<file path="config.mk">
export PLATFORM = sky130hd
export DESIGN_NAME = d2d_tx_mux_flat
export DESIGN_NICKNAME = d
export VERILOG_FILES = /design/src/rtl/d2d_tx_mux_if.sv /design/src/rtl/d2d_tx_mux.sv /design/src/flat_wrapper.sv
export SDC_FILE = /design/constraint.sdc
export NUM_CORES = 1
export LEC_CHECK = 0
export CAP_MARGIN = 25
export CORE_MARGIN = 4
export CORE_UTILIZATION = 30
export DETAILED_ROUTE_END_ITERATION = 12
export GPL_TIMING_DRIVEN = 0
export PLACE_DENSITY = 0.65
export SLEW_MARGIN = 0
export SYNTH_ARGS = -nofsm -noshare
export SYNTH_HDL_FRONTEND = slang
export SYNTH_SLANG_ARGS = --single-unit
</file>
<file path="constraint.sdc">
create_clock -name clk -period 2.65 [get_ports clk]
set_input_delay 0.265 -clock clk [delete_from_list [all_inputs] [get_ports clk]]
set_output_delay 0.265 -clock clk [all_outputs]
set_load 0.01 [all_outputs]
</file>
<file path="src/rtl/d2d_tx_mux_if.sv">
// Bundle between the D2D transmit mux, its input channels, the upstream arbiter and the link.
// The slave modport is the mux's view of the bundle; the master modport is the surrounding logic's view.
interface d2d_tx_mux_if #(
  parameter int CHANNELS   = 2,
  parameter int FLIT_WIDTH = 64
);
  localparam int IDX_W = (CHANNELS > 1) ? $clog2(CHANNELS) : 1;

  logic [CHANNELS*FLIT_WIDTH-1:0] in_data;
  logic [CHANNELS-1:0]            in_last;
  logic [CHANNELS-1:0]            in_valid;
  logic [CHANNELS-1:0]            in_ready;
  logic [CHANNELS-1:0]            arb_request;
  logic [IDX_W-1:0]               arb_grant_index;
  logic                           arb_grant_valid;
  logic                           arb_accept;
  logic [FLIT_WIDTH-1:0]          out_data;
  logic [IDX_W-1:0]               out_chan;
  logic                           out_last;
  logic                           out_valid;
  logic                           credit_return;
  logic                           credit_overflow;

  modport master (
    output in_data, in_last, in_valid, arb_grant_index, arb_grant_valid, credit_return,
    input  in_ready, arb_request, arb_accept, out_data, out_chan, out_last, out_valid,
           credit_overflow
  );

  modport slave (
    input  in_data, in_last, in_valid, arb_grant_index, arb_grant_valid, credit_return,
    output in_ready, arb_request, arb_accept, out_data, out_chan, out_last, out_valid,
           credit_overflow
  );
endinterface

</file>
<file path="src/rtl/d2d_tx_mux.sv">
// Die-to-die transmit mux: requests grants from the arbiter, forwards the granted flit onto
// a registered link, holds a wormhole lock per packet and throttles on far-die credits.
module d2d_tx_mux #(
  parameter int CHANNELS   = 2,
  parameter int FLIT_WIDTH = 64,
  parameter int CREDITS    = 8
) (
  input logic            clk,
  input logic            rst,
  d2d_tx_mux_if.slave    bus
);
  localparam int IDX_W = (CHANNELS > 1) ? $clog2(CHANNELS) : 1;
  localparam int CNT_W = $clog2(CREDITS + 1);
  localparam logic [CNT_W-1:0] CREDITS_C = CNT_W'(CREDITS);

  typedef enum logic [0:0] {
    ST_IDLE   = 1'b0,
    ST_LOCKED = 1'b1
  } state_t;

  state_t                state_r;
  state_t                state_nxt_s;
  logic [IDX_W-1:0]      lock_ch_r;
  logic [IDX_W-1:0]      lock_ch_nxt_s;
  logic [CNT_W-1:0]      credit_cnt_r;
  logic [CNT_W-1:0]      credit_cnt_nxt_s;
  logic                  overflow_set_s;
  logic                  credit_ok_s;
  logic                  fire_s;
  logic [CHANNELS-1:0]   lock_mask_s;
  logic [CHANNELS-1:0]   arb_req_s;
  logic [CHANNELS-1:0]   in_ready_s;
  logic [FLIT_WIDTH-1:0] grant_data_s;
  logic                  grant_last_s;

  logic [FLIT_WIDTH-1:0] out_data_r;
  logic [IDX_W-1:0]      out_chan_r;
  logic                  out_last_r;
  logic                  out_valid_r;
  logic                  credit_overflow_r;

  assign credit_ok_s = (credit_cnt_r != {CNT_W{1'b0}});
  // A grant arriving without credit is dropped here rather than trusted from the arbiter.
  assign fire_s      = bus.arb_grant_valid & credit_ok_s;

  // Select the granted channel's flit and build the lock mask and per-channel ready.
  always_comb begin
    grant_data_s = {FLIT_WIDTH{1'b0}};
    grant_last_s = 1'b0;
    lock_mask_s  = {CHANNELS{1'b0}};
    in_ready_s   = {CHANNELS{1'b0}};
    for (int i = 0; i < CHANNELS; i++) begin
      if (bus.arb_grant_index == IDX_W'(i)) begin
        grant_data_s  = bus.in_data[i*FLIT_WIDTH +: FLIT_WIDTH];
        grant_last_s  = bus.in_last[i];
        in_ready_s[i] = fire_s;
      end else begin
        in_ready_s[i] = 1'b0;
      end
      lock_mask_s[i] = (lock_ch_r == IDX_W'(i));
    end
  end

  // Request generation: all valid channels when idle, only the locked one mid-packet.
  always_comb begin
    arb_req_s = bus.in_valid & {CHANNELS{credit_ok_s}};
    if (state_r == ST_LOCKED) begin
      arb_req_s = arb_req_s & lock_mask_s;
    end else begin
      arb_req_s = bus.in_valid & {CHANNELS{credit_ok_s}};
    end
  end

  assign bus.arb_request = arb_req_s;
  assign bus.arb_accept  = fire_s;
  assign bus.in_ready    = in_ready_s;

  // Wormhole lock next-state.
  always_comb begin
    state_nxt_s   = state_r;
    lock_ch_nxt_s = lock_ch_r;
    case (state_r)
      ST_IDLE: begin
        if (fire_s && !grant_last_s) begin
          state_nxt_s   = ST_LOCKED;
          lock_ch_nxt_s = bus.arb_grant_index;
        end else begin
          state_nxt_s   = ST_IDLE;
        end
      end
      ST_LOCKED: begin
        if (fire_s && grant_last_s) begin
          state_nxt_s = ST_IDLE;
        end else begin
          state_nxt_s = ST_LOCKED;
        end
      end
      default: begin
        state_nxt_s = ST_IDLE;
      end
    endcase
  end

  // Credit counter next value; a return with a full counter is an overflow, not a wrap.
  always_comb begin
    credit_cnt_nxt_s = credit_cnt_r;
    overflow_set_s   = 1'b0;
    if (fire_s && !bus.credit_return) begin
      credit_cnt_nxt_s = credit_cnt_r - CNT_W'(1);
    end else if (!fire_s && bus.credit_return) begin
      if (credit_cnt_r == CREDITS_C) begin
        overflow_set_s = 1'b1;
      end else begin
        credit_cnt_nxt_s = credit_cnt_r + CNT_W'(1);
      end
    end else begin
      credit_cnt_nxt_s = credit_cnt_r;
    end
  end

  // State, credit and link output registers.
  always_ff @(posedge clk) begin
    if (rst) begin
      state_r           <= ST_IDLE;
      lock_ch_r         <= {IDX_W{1'b0}};
      credit_cnt_r      <= CREDITS_C;
      credit_overflow_r <= 1'b0;
      out_valid_r       <= 1'b0;
      out_data_r        <= {FLIT_WIDTH{1'b0}};
      out_chan_r        <= {IDX_W{1'b0}};
      out_last_r        <= 1'b0;
    end else begin
      state_r           <= state_nxt_s;
      lock_ch_r         <= lock_ch_nxt_s;
      credit_cnt_r      <= credit_cnt_nxt_s;
      credit_overflow_r <= credit_overflow_r | overflow_set_s;
      out_valid_r       <= fire_s;
      if (fire_s) begin
        out_data_r <= grant_data_s;
        out_chan_r <= bus.arb_grant_index;
        out_last_r <= grant_last_s;
      end else begin
        out_data_r <= out_data_r;
        out_chan_r <= out_chan_r;
        out_last_r <= out_last_r;
      end
    end
  end

  assign bus.out_data        = out_data_r;
  assign bus.out_chan        = out_chan_r;
  assign bus.out_last        = out_last_r;
  assign bus.out_valid       = out_valid_r;
  assign bus.credit_overflow = credit_overflow_r;
endmodule

</file>
<file path="src/flat_wrapper.sv">
// flat-port wrapper written by rule: the top's interface ports become plain ports
module d2d_tx_mux_flat 
#(
  parameter int CHANNELS   = 2,
  parameter int FLIT_WIDTH = 64,
  parameter int CREDITS    = 8
)
  (clk, rst, bus_in_data, bus_in_last, bus_in_valid, bus_arb_grant_index, bus_arb_grant_valid, bus_credit_return, bus_in_ready, bus_arb_request, bus_arb_accept, bus_out_data, bus_out_chan, bus_out_last, bus_out_valid, bus_credit_overflow);
  d2d_tx_mux_if #(.CHANNELS(CHANNELS), .FLIT_WIDTH(FLIT_WIDTH)) bus_i ();
  input logic clk;
  input logic rst;
  input wire logic [$bits(bus_i.in_data)-1:0] bus_in_data;
  input wire logic [$bits(bus_i.in_last)-1:0] bus_in_last;
  input wire logic [$bits(bus_i.in_valid)-1:0] bus_in_valid;
  input wire logic [$bits(bus_i.arb_grant_index)-1:0] bus_arb_grant_index;
  input wire logic [$bits(bus_i.arb_grant_valid)-1:0] bus_arb_grant_valid;
  input wire logic [$bits(bus_i.credit_return)-1:0] bus_credit_return;
  output wire logic [$bits(bus_i.in_ready)-1:0] bus_in_ready;
  output wire logic [$bits(bus_i.arb_request)-1:0] bus_arb_request;
  output wire logic [$bits(bus_i.arb_accept)-1:0] bus_arb_accept;
  output wire logic [$bits(bus_i.out_data)-1:0] bus_out_data;
  output wire logic [$bits(bus_i.out_chan)-1:0] bus_out_chan;
  output wire logic [$bits(bus_i.out_last)-1:0] bus_out_last;
  output wire logic [$bits(bus_i.out_valid)-1:0] bus_out_valid;
  output wire logic [$bits(bus_i.credit_overflow)-1:0] bus_credit_overflow;
  assign bus_i.in_data = bus_in_data;
  assign bus_i.in_last = bus_in_last;
  assign bus_i.in_valid = bus_in_valid;
  assign bus_i.arb_grant_index = bus_arb_grant_index;
  assign bus_i.arb_grant_valid = bus_arb_grant_valid;
  assign bus_i.credit_return = bus_credit_return;
  assign bus_in_ready = bus_i.in_ready;
  assign bus_arb_request = bus_i.arb_request;
  assign bus_arb_accept = bus_i.arb_accept;
  assign bus_out_data = bus_i.out_data;
  assign bus_out_chan = bus_i.out_chan;
  assign bus_out_last = bus_i.out_last;
  assign bus_out_valid = bus_i.out_valid;
  assign bus_credit_overflow = bus_i.credit_overflow;
  d2d_tx_mux #(.CHANNELS(CHANNELS), .FLIT_WIDTH(FLIT_WIDTH), .CREDITS(CREDITS)) u_core (.clk(clk), .rst(rst), .bus(bus_i));
endmodule
</file>
==> results of run 1 <==
[layout make-up]
class / count / area (um2)
Clock inverter: 4 / 97.59
Buffer: 31 / 206.4
Tap cell: 168 / 210.2
Multi-Input combinational cell: 243 / 2013
Timing Repair Buffer: 209 / 2090
Inverter: 7 / 26.28
Clock buffer: 12 / 256.5
Fill cell: 1102 / 5677
Sequential cell: 74 / 1485
[final timing paths]
check / depth (start not counted) / start / endpoint / slack, ns
setup / recovery: 11 / u_core.credit_cnt_r[2]$_SDFFE_PP0P_ / u_core.credit_cnt_r[2]$_SDFFE_PP0P_ / 0.20
hold / removal: 2 / u_core.bus.out_chan$_SDFFE_PP0N_ / u_core.bus.out_chan$_SDFFE_PP0N_ / 0.46
setup reg to reg: 11 / u_core.credit_cnt_r[2]$_SDFFE_PP0P_ / u_core.credit_cnt_r[2]$_SDFFE_PP0P_ / 0.20
hold reg to reg: 2 / u_core.bus.out_chan$_SDFFE_PP0N_ / u_core.bus.out_chan$_SDFFE_PP0N_ / 0.46
[stage by stage]
step                setup WS [ns]  TNS, ns  hold slack [ns]
finish                     0.1970        0           0.4554
global route             0.009532        0           0.4818
CTS                       0.01067        0           0.4593
detailed placement        -0.1811  -0.2666           0.4505
global placement          -0.1427  -0.1427           0.4450
floorplan                  0.1179        0           0.4541
[routing by layer]
layer  part of all wire  track usage  wire (um)
met5                  0            0          0
met4             0.0094      0.03794        110
met3              0.089      0.06743       1041
met2               0.48       0.2741       5591
met1               0.42       0.1893       4939
[power by group]
group / switching (mW) / total [mW] / leakage, nW / internal [mW]
clock network: 0.461 / 1.43 / 0.169 / 0.972
logic: 0.464 / 1.06 / 1.72 / 0.592
registers: 0.0732 / 1.31 / 0.615 / 1.24
[cells by family (layout without fill, tap and decap cells)]
logic type / after synthesis / in the layout / synth area share
AND/OR/NAND/NOR: 92 / 92 / 0.1050
AO/OA/AOI/OAI: 78 / 78 / 0.2359
flip-flops: 74 / 74 / 0.3984
multiplexers: 66 / 66 / 0.1780
buffers and inverters: 39 / 263 / 0.06225
adder cells (fa/ha/maj): 4 / 4 / 0.01346
XOR/XNOR: 3 / 3 / 0.007067
[flip-flops by register name, indices dropped and copies added (netlist names), named ones only]
signal                      cells
u_core.bus.out_chan             1
u_core.bus.credit_overflow      1
u_core.bus.out_data            64
u_core.lock_ch_r                1
u_core.bus.out_last             1
u_core.bus.out_valid            1
u_core.credit_cnt_r             4
[cell usage after synthesis (all sizes together)]
| cell type | instances |
|---|---|
| buf | 21 |
| and3 | 1 |
| clkbuf | 11 |
| xor2 | 2 |
| a211oi | 64 |
| a2111oi | 1 |
| nand2 | 6 |
| a31oi | 2 |
| nor2 | 76 |
| ha | 4 |
| and3b | 1 |
| nor2b | 1 |
| a21oi | 6 |
| mux2 | 1 |
| nor3b | 2 |
| nor4 | 1 |
| nand3 | 1 |
| mux2i | 65 |
| xnor2 | 1 |
| o21ai | 5 |
| dfxtp | 74 |
| inv | 7 |
| nor3 | 2 |
| or4 | 1 |
[placed cells by master, fill, tap and decap left out, types with 2 or more instances in the layout]
master / synthesis / final
a211oi_2: 64 / 64
clkbuf_16: 0 / 9
clkdlybuf4s50_1: 0 / 208
nand2_1: 6 / 6
a31oi_1: 2 / 2
o21ai_0: 5 / 5
clkbuf_8: 0 / 2
mux2i_1: 65 / 65
ha_1: 4 / 3
dfxtp_1: 74 / 71
buf_1: 2 / 2
dfxtp_2: 0 / 3
buf_6: 9 / 6
xor2_1: 2 / 2
nor2_1: 76 / 76
a21oi_1: 6 / 5
buf_2: 8 / 8
nor3_1: 2 / 2
buf_4: 2 / 3
bufinv_16: 0 / 3
clkbuf_1: 11 / 12
inv_1: 6 / 6
nor3b_1: 2 / 2
[worst min-delay path: cells and delay by family (launching register included)]
kind	cells	cell delay, ns
AOI/OAI and AO/OA	1	0.05
DFF	1	0.31
and+or+nand+nor	1	0.05
[repair_timing]
item | in CTS | in global routing
endpoints found under the setup margin | 2 | 3
hold buffers | 0 | 0
gates resized for setup | 2 | 7
cloned | 0 | 0
pin swaps | 1 | 3
setup buffers | 1 | 0
==> results.toml, run 1 <==
[run_status]
status = "completed"

[synth]
synth_top_area_frac = 0.3984
ys_types = 28
postSynthRegisterBits = 74
synth_area_leaders = "dfxtp_1 (40%), a211oi_2 (22%), mux2i_1 (17%)"
syn_inst = 356
synth-warning-count = 0
syn-cell-area_um2 = 3719
synth_top_cell_by_area = "dfxtp_1"
synth.yosys.seq_area_share = 0.3984
syn-num-nets = 497
syn-mean-instance-area_um2 = 10.45

[sta]
grt_setup_unrepaired = "false"
maxSlewHeadroom = 0.5051
worstMarginPinSlew_ns = 0.7423
timing.final.max_slew_violations = 0
hold_violations = 0
final.min_clock_period_ns = 2.453
setup_viol_count_final = 0
fmax_mhz = 407.7
post-route-period-util = 0.9257
max_clock_skew_ns = 0.008565

[worst_setup_path]
crit_slowest_cell = "or4_1"
cpPeakStageDelay_ns = 0.41
cp_cell_sequence = "nor4_4, nor2b_2, buf_6, buf_12, ha_2, xor2_1, ha_1, a21oi_2, xor2_1, or4_1, a21oi_1"
critPathBufInv = 2
criticalPathCategory = "flop to flop"
crit_path_end_kind = "flop"
data_required_time_of_the_critical_path_ns = 2.90
arrival_ns = 2.70
critical-path-top-cell-by-count = "xor2_1"
timing.critical_path.from_type = "flop"
critical-path-top-delay-family = "simple AND/OR/NAND/NOR gates"
critical_path.max_fanout = 21

[clock_tree]
cts_tree = "built"
cts.path.max_buffers = 2
number_of_h_tree_levels = 3
insertion_delay_ns = 0.32
numCtsBuffers = 9
clkTransAtPathRegs_ns = 0.06
ctsRootBufferMaster = "clkbuf_16"
cts_sinks = 74

[route]
vias = 3424
drt-vias-per-instance = 4.578
drt_pre_antenna_iters = 4
post-route-drc-count = 0
routed_wirelength_normalized_by_instance_count_um = 15.62
routed_wire_length_mm = 11.68
route.antenna.remaining_nets = 0
detailedRoute.firstIterationViolations = 68

[global_routing]
grt_pass1_wl_mm = 18.86
global_route.usage.total = 0.1615
grt_pass1_vias = 3699
global_route.overflow_total = 0
grt_antenna_before_repair = 0
grt_max_degree = 22

[floorplan]
fp.dieArea_um2 = 14240
num_io_pins = 210
number_of_standard_cell_rows_in_the_floorplan = 40
floorplan.initialDensity = 0.3083
die_y_um = 119.3
fp.dieW_um = 119.3
fp.coreArea_um2 = 12060

[final_layout]
area_growth_syn_to_layout_pct = 71.70
total_nets_final = 716
layout-drive-gt1-share = 0.1845
finish.cell_count_without_fillers = 748
insertedDiodeCount = 0
stdcell_area_um2 = 6385
utilization = 0.5294

[power]
pwr_total_mw = 3.797
static-leakage-power_nw = 2.499
pwr_density_cell_nw_per_um2 = 594.7
ir_worst_vdd_v = 0.0003030

[placed_design]
placed_cell_area_um2 = 6011
globalplace.congestion = 0.7252
detailedPlacementHpwl_mm = 9.194
placement.io_buffers = 208
dp.cells = 732

[worst_hold_path]
holdCritPathClass = "flop to flop"

[flow_run]
maxCapViolations = 0
No activity file was read; power rests on OpenSTA's default activity.
==> run 2, diff against run 1 <==
Settings changed: PLACE_DENSITY 0.65 to 0.71.
==> results.toml, run 2 (synthesis results as in run 1) <==
[power]
static-leakage-power_nw = 2.524
ir_worst_vdd_v = 0.0003499
pwr_density_cell_nw_per_um2 = 582.3

[final_layout]
stdcell_area_um2 = 6426
area_growth_syn_to_layout_pct = 72.81
layout-drive-gt1-share = 0.1932
filler_cell_count = 1109
mostFrequentLayoutCells = "clkdlybuf4s50_1 (208), nor2_1 (76), dfxtp_1 (72)"
most_common_library_cell_in_the_layout_ignoring_fill_and_taps = "clkdlybuf4s50_1"
largest_register_ffs = 64
utilization = 0.5328
total_nets_final = 721
insertedDiodeCount = 0
finish.cell_count_without_fillers = 753

[global_routing]
grt_pass1_wl_mm = 19.33
grt_antenna_before_repair = 0
grt_max_degree = 13
global_route.overflow_total = 0
global_route.usage.total = 0.1667
grt_pass1_vias = 3787

[sta]
setup_viol_count_final = 0
timing.final.max_slew_violations = 0
maxSlewHeadroom = 0.4521
post-route-period-util = 0.9661
fmax_mhz = 390.6
final.min_clock_period_ns = 2.560
worstMarginPinSlew_ns = 0.8219
max_clock_skew_ns = 0.007878
hold_violations = 0

[clock_tree]
numCtsBuffers = 9
cts_sinks = 74
cts.path.max_buffers = 2
cts_tree = "built"
insertion_delay_ns = 0.32
postCtsHoldBufs = 0
number_of_h_tree_levels = 3
ctsRootBufferMaster = "clkbuf_16"
clkTransAtPathRegs_ns = 0.06

[route]
post-route-drc-count = 0
vias = 3498
drt_pre_antenna_iters = 4
routed_wire_length_mm = 12.27
route.antenna.remaining_nets = 0
routed_wirelength_normalized_by_instance_count_um = 16.30
drt-vias-per-instance = 4.645
detailedRoute.firstIterationViolations = 84

[placed_design]
detailedPlacementHpwl_mm = 9.692
dp.cells = 732
placed_cell_area_um2 = 6011
placement.io_buffers = 208
globalplace.congestion = 0.7970

[worst_hold_path]
holdCritPathClass = "flop to flop"

[worst_setup_path]
timing.critical_path.from_type = "flop"
criticalPathCategory = "flop to flop"
critical_path.max_fanout = 12
arrival_ns = 2.80
data_required_time_of_the_critical_path_ns = 2.89
crit_path_end_kind = "flop"

[floorplan]
floorplan.initialDensity = 0.3083
fp.dieArea_um2 = 14240
number_of_standard_cell_rows_in_the_floorplan = 40
num_io_pins = 210
fp.dieW_um = 119.3
fp.coreArea_um2 = 12060
die_y_um = 119.3

[run_status]
status = "completed"

[flow_run]
maxCapViolations = 0
-- run 2: cell types whose count changed in the layout (fill, tap and decap cells not counted), sizes merged --
cell and change:
clkinv +1, bufinv -1, buf +5
-- run 2: metal layers --
| layer | GRT usage | vias up | routed length [um] |
|---|---|---|---|
| met2 | 0.2911 | 149 | 6091 |
| met5 | 0 | - | 0 |
| li1 | - | 1712 | - |
| met4 | 0.05297 | 0 | 219 |
| met1 | 0.1895 | 1620 | 4862 |
| met3 | 0.05935 | 17 | 1099 |
-- run 2: final timing paths --
path                                       start                                   to  slack, ns  cells past startpoint
min             u_core.bus.out_chan$_SDFFE_PP0N_     u_core.bus.out_chan$_SDFFE_PP0N_       0.46                      2
min reg2reg     u_core.bus.out_chan$_SDFFE_PP0N_     u_core.bus.out_chan$_SDFFE_PP0N_       0.46                      2
max          u_core.credit_cnt_r[1]$_SDFFE_PP0P_  u_core.credit_cnt_r[2]$_SDFFE_PP0P_       0.09                     12
max reg2reg  u_core.credit_cnt_r[1]$_SDFFE_PP0P_  u_core.credit_cnt_r[2]$_SDFFE_PP0P_       0.09                     12
-- run 2: worst max-delay path: stages, from the launching register on --
cell and delay [ns]:
dfxtp_1 0.30, buf_4 0.16, nor4_4 0.32, nor2b_2 0.09, buf_12 0.15, buf_12 0.15
ha_4 0.18, xor2_1 0.15, ha_1 0.22, a21oi_2 0.13, xor2_1 0.08, or4_1 0.41
a21oi_1 0.14
-- run 2: final cells by class --
class,count,area [um2],share of cell area
tap,168,210.2,0.03271
multi-input combinational,243,2028,0.3156
buffer,31,211.5,0.03291
timing repair buffer,214,2127,0.3310
inverter,7,26.28,0.004089
clock inverter,4,72.57,0.01129
clock buffer,12,266.5,0.04147
sequential,74,1484,0.2309
-- run 2: timing repair --
item | 4_1_cts | 5_1_grt
gates resized for setup | 4 | 8
pin swaps | 1 | 2
buffers inserted | 1 | 5
setup endpoints to repair | 2 | 2
-- run 2: where the power goes --
group          switching (mW)  internal (mW)  total [mW]
Sequential             0.0757           1.24        1.31
Clock                   0.449          0.900        1.35
Combinational           0.477          0.605        1.08
-- run 2: metrics by stage --
stage	hold slack [ns]	setup TNS [ns]	worst slack, ns	power (mW)
floorplan	0.4541	0	0.1179	1.852
global placement	0.4477	-0.09011	-0.09011	2.370
detailed placement	0.4600	-0.2393	-0.1900	2.400
CTS	0.4655	0	0.01535	3.778
global route	0.4851	-0.03345	-0.03065	3.937
finish	0.4617	0	0.08980	3.742
